===== src/rtl/param_serial_alu.sv =====
// param_serial_alu: serial-load ALU. Opcode and operand A arrive together,
// operand B (binary ops only) on the following cycle. Result and overflow
// are registered and announced by a one-cycle done pulse.
//
// Handshake: opcode_valid is sampled only while the block is idle (busy=0).
// From the cycle after an accepted opcode_valid through the done cycle,
// busy=1 and any opcode_valid is dropped. A new op may be presented in the
// cycle right after done.
module param_serial_alu #(
  parameter int DATA_WIDTH = 8,
  parameter int OP_WIDTH   = 3
) (
  input  logic                  clk,
  input  logic                  reset_n,
  input  logic                  opcode_valid,
  input  logic [OP_WIDTH-1:0]   opcode,
  input  logic [DATA_WIDTH-1:0] data,
  output logic                  busy,
  output logic                  done,
  output logic [DATA_WIDTH-1:0] result,
  output logic                  overflow,
  output logic [2:0]            dbg_state
);

  localparam int W     = DATA_WIDTH;
  localparam int CNT_W = $clog2(DATA_WIDTH);

  localparam logic [2:0] OP_ADD = 3'b000;
  localparam logic [2:0] OP_SUB = 3'b001;
  localparam logic [2:0] OP_AND = 3'b010;
  localparam logic [2:0] OP_OR  = 3'b011;
  localparam logic [2:0] OP_XOR = 3'b100;
  localparam logic [2:0] OP_NOT = 3'b101;
  localparam logic [2:0] OP_MUL = 3'b110;
  localparam logic [2:0] OP_ACC = 3'b111;

  typedef enum logic [2:0] {
    IDLE     = 3'd0,
    LOAD_B   = 3'd1,
    EXEC     = 3'd2,
    MUL_ITER = 3'd3,
    DONE     = 3'd4
  } state_t;

  state_t                state_q, state_d;
  logic [OP_WIDTH-1:0]   op_q;
  logic [W-1:0]          a_q;
  logic [W-1:0]          b_q;
  logic [2*W-1:0]        prod_q;
  logic [2*W-1:0]        mcand_q;
  logic [CNT_W-1:0]      cnt_q;

  logic                  in_reserved;
  logic                  in_unary;
  logic                  op_reserved;
  logic                  op_is_mul;
  logic                  mul_last;
  logic [2*W-1:0]        prod_next;
  logic [W:0]            sum_ab;
  logic [W:0]            acc_sum;
  logic [W-1:0]          exec_res;
  logic                  exec_ovf;

  // Opcode decode: upper (reserved) opcode bits only exist when OP_WIDTH > 3.
  always_comb begin
    in_reserved = 1'b0;
    op_reserved = 1'b0;
    if (OP_WIDTH > 3) begin
      in_reserved = (opcode >> 3) != '0;
      op_reserved = (op_q >> 3) != '0;
    end
    in_unary  = in_reserved || (opcode[2:0] == OP_NOT) || (opcode[2:0] == OP_ACC);
    op_is_mul = !op_reserved && (op_q[2:0] == OP_MUL);
    mul_last  = (cnt_q == CNT_W'(W - 1));
  end

  // Next-state and handshake outputs.
  always_comb begin
    state_d = state_q;
    busy    = (state_q != IDLE);
    done    = (state_q == DONE);
    case (state_q)
      IDLE:     if (opcode_valid) state_d = in_unary ? EXEC : LOAD_B;
      LOAD_B:   state_d = op_is_mul ? MUL_ITER : EXEC;
      EXEC:     state_d = DONE;
      MUL_ITER: if (mul_last) state_d = DONE;
      DONE:     state_d = IDLE;
      default:  state_d = IDLE;
    endcase
  end

  // Single-cycle result for every op except MUL; reserved ops yield 0.
  always_comb begin
    exec_res = '0;
    exec_ovf = 1'b0;
    sum_ab   = {1'b0, a_q} + {1'b0, b_q};
    acc_sum  = {1'b0, result} + {1'b0, a_q};
    if (!op_reserved) begin
      case (op_q[2:0])
        OP_ADD: begin exec_res = sum_ab[W-1:0];  exec_ovf = sum_ab[W]; end
        OP_SUB: begin exec_res = a_q - b_q;      exec_ovf = (a_q < b_q); end
        OP_AND: exec_res = a_q & b_q;
        OP_OR:  exec_res = a_q | b_q;
        OP_XOR: exec_res = a_q ^ b_q;
        OP_NOT: exec_res = ~a_q;
        OP_ACC: begin exec_res = acc_sum[W-1:0]; exec_ovf = acc_sum[W]; end
        default: ;
      endcase
    end
  end

  // Shift-add step: consume the multiplier LSB, add the shifted multiplicand.
  always_comb begin
    prod_next = prod_q + (b_q[0] ? mcand_q : '0);
  end

  // State register.
  always_ff @(posedge clk or negedge reset_n) begin
    if (!reset_n) state_q <= IDLE;
    else          state_q <= state_d;
  end

  // Operand capture, multiplier datapath and result/overflow registers.
  always_ff @(posedge clk or negedge reset_n) begin
    if (!reset_n) begin
      op_q     <= '0;
      a_q      <= '0;
      b_q      <= '0;
      prod_q   <= '0;
      mcand_q  <= '0;
      cnt_q    <= '0;
      result   <= '0;
      overflow <= 1'b0;
    end else begin
      case (state_q)
        IDLE: begin
          if (opcode_valid) begin
            op_q <= opcode;
            a_q  <= data;
          end
        end
        LOAD_B: begin
          b_q     <= data;
          prod_q  <= '0;
          mcand_q <= {{W{1'b0}}, a_q};
          cnt_q   <= '0;
        end
        EXEC: begin
          result   <= exec_res;
          overflow <= exec_ovf;
        end
        MUL_ITER: begin
          prod_q  <= prod_next;
          mcand_q <= mcand_q << 1;
          b_q     <= b_q >> 1;
          cnt_q   <= cnt_q + 1'b1;
          if (mul_last) begin
            result   <= prod_next[W-1:0];
            overflow <= |prod_next[2*W-1:W];
          end
        end
        default: ;
      endcase
    end
  end

  assign dbg_state = state_q;

endmodule


===== config.mk =====
export PLATFORM = sky130hd
export DESIGN_NAME = param_serial_alu
export DESIGN_NICKNAME = d
export VERILOG_FILES = /design/src/rtl/param_serial_alu.sv
export SDC_FILE = /design/constraint.sdc
export NUM_CORES = 1
export LEC_CHECK = 0
export BUFFER_PORTS_ARGS = -buffer_cell sky130_fd_sc_hd__buf_2
export CAP_MARGIN = 5
export CORE_ASPECT_RATIO = 1.5
export CORE_UTILIZATION = 45
export DETAILED_ROUTE_END_ITERATION = 6
export SYNTH_ARGS = -nofsm -noshare
export SYNTH_HDL_FRONTEND = slang
export SYNTH_SLANG_ARGS = --single-unit

===== constraint.sdc =====
create_clock -name clk -period 7.42 [get_ports clk]
set_clock_uncertainty 0.05 [all_clocks]
set_input_delay 0.371 -clock clk [delete_from_list [all_inputs] [get_ports clk]]
set_output_delay 0.371 -clock clk [all_outputs]
set_load 0.005 [all_outputs]

==> impl_summary.log <==
INFO  metric place.gp.congestion = between 0.8 and 0.9
INFO  metric synth.avg_cell_area = 8.72 sq um
INFO  metric die_height = around 130 um
INFO  metric rr_startpoint = b_q[0]$_DFFE_PN0P_
INFO  metric post_synthesis_instance_area = between 0.004 and 0.005 sq mm
INFO  metric grt_setup_unrepaired = no
INFO  metric drt-initial-drc-count = 191
INFO  metric finalWorstPathRequiredPeriod = 3.34 ns
INFO  metric synth.net_count = roughly 640
INFO  metric path_class = flop to flop
INFO  metric io_pins = 28
INFO  metric power.share.switching = ~45%
INFO  metric placed_cells = 718
INFO  metric design.core.area = 0.0106 sq mm
INFO  metric half_perimeter_wire_length_of_the_detailed_placement_result = 8970 um
INFO  metric total_grt_overflow = 0
INFO  metric grt_antenna_before_repair = 0
INFO  metric synth_top_family_by_area = compound AO/OA/AOI/OAI gates
INFO  metric setup_crit_start_kind = flop
INFO  metric drcViolationCount = 0
INFO  metric clock_sinks = 66
INFO  metric cell_internal_pwr = 1380 uW
INFO  metric hold_viol_final = 0
INFO  metric finalHoldWorstSlack = approximately 0.16 ns
INFO  metric drive_above_1_share = a little over a tenth
INFO  metric placementRows = 46
INFO  metric worstReg2RegEnd = overflow$_DFFE_PN0P_
INFO  metric synthesis.yosys.warnings = 0
INFO  metric worst-endpoint-required = 7.57 ns
INFO  metric p_leak = ~0.0027 uW
INFO  metric drt.antenna.violating_nets = 0
INFO  metric post_layout_nonfiller_instances = approximately 730
INFO  metric pre_repair_dr_iteration_count = 4
INFO  metric setup_viol = 0
INFO  metric seq_power_share = 27.8%
INFO  metric grt_start_max_net_pins = 67
INFO  metric worst_pin_slew = 0.961 ns
INFO  metric share_comb_of_total_power = 53.4%
INFO  metric routed_wire_length_per_instance = between 15 and 20 um
INFO  metric clk_path_buf_depth = 2
INFO  metric async_sr_flop_fraction = between 90% and 100%
INFO  metric synth_mux_area_share = 4.73%
INFO  metric vias_per_cell = 5.64
INFO  metric fin_total_pwr = 2480 uW
INFO  metric worst_ir_drop_vdd = 0.156 mV
INFO  metric die_w = 87.6 um
INFO  metric hold_class = primary input to async pin
INFO  metric synth_seq_cells = 66
INFO  metric via_count_of_the_first_global_routing_pass = 4209
INFO  metric num_antenna_cells = 0
INFO  metric synth.distinct_cells = 60
INFO  metric post-cts-setup-buffers = 0
INFO  metric synth-edff-count = 0
INFO  metric status = finished clean
INFO  metric layout.core_utilization = around half
INFO  metric power_density = 448 mW/mm^2
INFO  metric clkSlewWorstSetupHoldPaths = approximately 0.060 ns
INFO  metric r2r_cell_count = 11
INFO  metric finalNetCount = 654
INFO  metric final_min_period_over_clock_period = between 40% and 50%
INFO  metric synthesis.instances = ~570
INFO  metric postCtsHoldBufs = 0
INFO  metric p_sw = 1110 uW
INFO  metric htree_levels = 3
INFO  metric routed-via-count = just over 4000
INFO  metric worstPathMaxFanout = 20
INFO  metric sequential_element_share_of_the_synthesized_area = 33.4%
INFO  metric cts_inserted_buffers = 9
INFO  metric slew_headroom = 35.9%
INFO  metric synthXorXnorAreaFrac = roughly 4.2%
INFO  metric routed_wl = roughly 12000 um
INFO  metric fraction_of_the_mapped_netlist_area_in_compound_gates = 20.7%
INFO  metric clock_power_share = 18.9%
INFO  metric syn_to_final_growth = 11.8%
INFO  metric post_route_setup_tns = 0 ns
INFO  metric postCtsResizedCells = 0
INFO  metric critical_path.endpoint_type = flop
INFO  metric basic_gate_share_of_the_synthesized_area_counting_and_or_nand_and_nor_cells = 18.1%
INFO  metric final.fill_count = 995
INFO  metric clock_insertion_delay_worst_skew = ~0.34 ns
INFO  metric start_util = 46.5%
INFO  metric timing.reg2reg.setup_slack = 4.08 ns
INFO  metric die-area = 0.0114 sq mm
INFO  metric achievable-frequency = ~300 MHz
INFO  metric grt_util_all_layers = 23.4%
INFO  metric grt_pass1_wl = 20500 um
INFO  metric cap_violations = 0
INFO  metric slew_viol_final = 0
INFO  metric buffer_ports.inserted = 27
INFO  metric dominantRegCellSynth = sky130_fd_sc_hd__dfrtp_1
INFO  metric synth-adder-area-share = about 15%
INFO  metric critical_path_arrival = 3.49 ns
INFO  metric tritoncts = done
INFO  metric cts_root_buffer = sky130_fd_sc_hd__clkbuf_16
stage by stage:
step           setup slack [ns]  area (sq um)
2_1_floorplan              4.51          4950
3_3_place_gp               4.13          5210
3_5_place_dp               4.08          5210
4_1_cts                    4.06          5530
5_1_grt                    3.79          5530
6_report                   4.08          5530
how the worst max path moves through the flow:
stage	start	endpoint	slack, ns
after floorplan	b_q[0]$_DFFE_PN0P_	overflow$_DFFE_PN0P_	4.51
after global routing	b_q[0]$_DFFE_PN0P_	overflow$_DFFE_PN0P_	3.79
final	b_q[0]$_DFFE_PN0P_	overflow$_DFFE_PN0P_	4.08
after global placement	b_q[0]$_DFFE_PN0P_	overflow$_DFFE_PN0P_	4.13
after CTS	b_q[0]$_DFFE_PN0P_	overflow$_DFFE_PN0P_	4.06
after detailed placement	b_q[0]$_DFFE_PN0P_	overflow$_DFFE_PN0P_	4.08
layout by cell type, fill, tap and decap left out, types with 3 or more instances in the layout:
| master | instances |
|---|---|
| sky130_fd_sc_hd__a21oi_1 | 35 |
| sky130_fd_sc_hd__nor3b_1 | 3 |
| sky130_fd_sc_hd__nor2b_1 | 5 |
| sky130_fd_sc_hd__xnor2_1 | 19 |
| sky130_fd_sc_hd__mux2_2 | 3 |
| sky130_fd_sc_hd__o21a_1 | 5 |
| sky130_fd_sc_hd__xor2_1 | 5 |
| sky130_fd_sc_hd__clkbuf_16 | 9 |
| sky130_fd_sc_hd__a22o_1 | 9 |
| sky130_fd_sc_hd__inv_1 | 30 |
| sky130_fd_sc_hd__a2111oi_0 | 3 |
| sky130_fd_sc_hd__dfrtp_1 | 66 |
| sky130_fd_sc_hd__buf_2 | 27 |
| sky130_fd_sc_hd__buf_4 | 6 |
| sky130_fd_sc_hd__nor2_1 | 30 |
| sky130_fd_sc_hd__o211ai_1 | 5 |
| sky130_fd_sc_hd__a31oi_1 | 6 |
| sky130_fd_sc_hd__mux2i_1 | 20 |
| sky130_fd_sc_hd__nand2_1 | 76 |
| sky130_fd_sc_hd__ha_1 | 51 |
| sky130_fd_sc_hd__o22ai_1 | 7 |
| sky130_fd_sc_hd__and2_1 | 16 |
| sky130_fd_sc_hd__a211oi_1 | 3 |
| sky130_fd_sc_hd__nand2b_1 | 9 |
| sky130_fd_sc_hd__fa_1 | 4 |
| sky130_fd_sc_hd__nand3_1 | 16 |
| sky130_fd_sc_hd__a21o_1 | 11 |
| sky130_fd_sc_hd__nor3_1 | 5 |
| sky130_fd_sc_hd__o21bai_1 | 3 |
| sky130_fd_sc_hd__o21ai_0 | 53 |
| sky130_fd_sc_hd__or3_1 | 4 |
layer usage:
metal  up-vias  GRT usage, %  share of wire (%)  routed length [um]
met4         0          8.97                2.6                 322
met2        84          43.0                 52                6440
li1       2028             -                  -                   -
met5         -             0                  0                   0
met3        27          3.83                3.2                 397
met1      2004          26.7                 42                5190
cell type report:
type	instances	area, sq um	area share [%]
Tap cell	144	180	3.26
Multi-Input combinational cell	445	3090	55.8
Timing Repair Buffer	33	180	3.26
Clock inverter	5	77.6	1.40
Sequential cell	66	1650	29.9
Inverter	30	113	2.04
Clock buffer	11	243	4.39
power by group through the flow:
stage                     Sequential [uW]  Combinational (uW)  Clock [uW]
after CTS                             689                1330         476
after global placement                689                1290           0
after floorplan                       597                1060           0
after detailed placement              694                1320           0
after global routing                  716                1490         489
final                                 689                1320         468
flip-flops by register name, indices dropped and copies added, names as in the netlist:
signal	cells
dbg_state	3
result	8
prod_q	16
a_q	8
overflow	1
cnt_q	3
b_q	8
op_q	3
mcand_q	16
Yosys cell counts, types with 2 or more instances:
cell type | instances | area (sq um)
sky130_fd_sc_hd__a31oi_1 | 6 | 37.5
sky130_fd_sc_hd__ha_1 | 51 | 638
sky130_fd_sc_hd__xnor2_1 | 19 | 166
sky130_fd_sc_hd__nand3_1 | 16 | 80.1
sky130_fd_sc_hd__clkbuf_1 | 23 | 86.3
sky130_fd_sc_hd__nand4b_1 | 2 | 17.5
sky130_fd_sc_hd__and3_1 | 2 | 12.5
sky130_fd_sc_hd__nand2_1 | 76 | 285
sky130_fd_sc_hd__inv_1 | 30 | 113
sky130_fd_sc_hd__mux2_2 | 3 | 33.8
sky130_fd_sc_hd__a21oi_1 | 35 | 175
sky130_fd_sc_hd__nor2_1 | 30 | 113
sky130_fd_sc_hd__buf_1 | 4 | 15.0
sky130_fd_sc_hd__a22o_1 | 9 | 78.8
sky130_fd_sc_hd__nor2b_1 | 5 | 31.3
sky130_fd_sc_hd__or4b_1 | 2 | 20.0
sky130_fd_sc_hd__o31ai_1 | 2 | 15.0
sky130_fd_sc_hd__o21bai_1 | 3 | 22.5
sky130_fd_sc_hd__nand3b_1 | 2 | 15.0
sky130_fd_sc_hd__a21o_1 | 11 | 82.6
sky130_fd_sc_hd__o21a_1 | 5 | 37.5
sky130_fd_sc_hd__and2_1 | 16 | 100
sky130_fd_sc_hd__or3_1 | 4 | 25.0
sky130_fd_sc_hd__a2111oi_0 | 3 | 26.3
sky130_fd_sc_hd__a211oi_1 | 3 | 22.5
sky130_fd_sc_hd__fa_1 | 4 | 80.1
sky130_fd_sc_hd__mux2i_1 | 20 | 200
sky130_fd_sc_hd__xor2_1 | 5 | 43.8
sky130_fd_sc_hd__o21ai_1 | 2 | 10.0
sky130_fd_sc_hd__o22ai_1 | 7 | 43.8
sky130_fd_sc_hd__o211ai_1 | 5 | 37.5
sky130_fd_sc_hd__nor3_1 | 5 | 25.0
sky130_fd_sc_hd__or2_2 | 2 | 12.5
sky130_fd_sc_hd__or2b_1 | 2 | 15.0
sky130_fd_sc_hd__dfrtp_1 | 66 | 1650
sky130_fd_sc_hd__nand2b_1 | 10 | 62.6
sky130_fd_sc_hd__nor3b_1 | 3 | 22.5
sky130_fd_sc_hd__o21ai_0 | 53 | 265
logic make-up after synthesis:
| family | count (synthesis) |
|---|---|
| flops | 66 |
| mux | 23 |
| fa+ha+maj | 55 |
| buf+inv | 57 |
| compound gates | 160 |
| xor+xnor | 24 |
| simple gates | 183 |
critical path: stages (launching register included):
cell and delay, ns:
sky130_fd_sc_hd__dfrtp_1 0.57, sky130_fd_sc_hd__and2_1 0.24, sky130_fd_sc_hd__ha_1 0.21, sky130_fd_sc_hd__fa_1 0.42
sky130_fd_sc_hd__a21oi_1 0.28, sky130_fd_sc_hd__o21ai_2 0.11, sky130_fd_sc_hd__and2_4 0.15, sky130_fd_sc_hd__o211a_1 0.23
sky130_fd_sc_hd__o31ai_2 0.19, sky130_fd_sc_hd__or4b_1 0.48, sky130_fd_sc_hd__nor4_2 0.15, sky130_fd_sc_hd__a31oi_1 0.11
No activity file was read; power rests on OpenSTA's default activity.
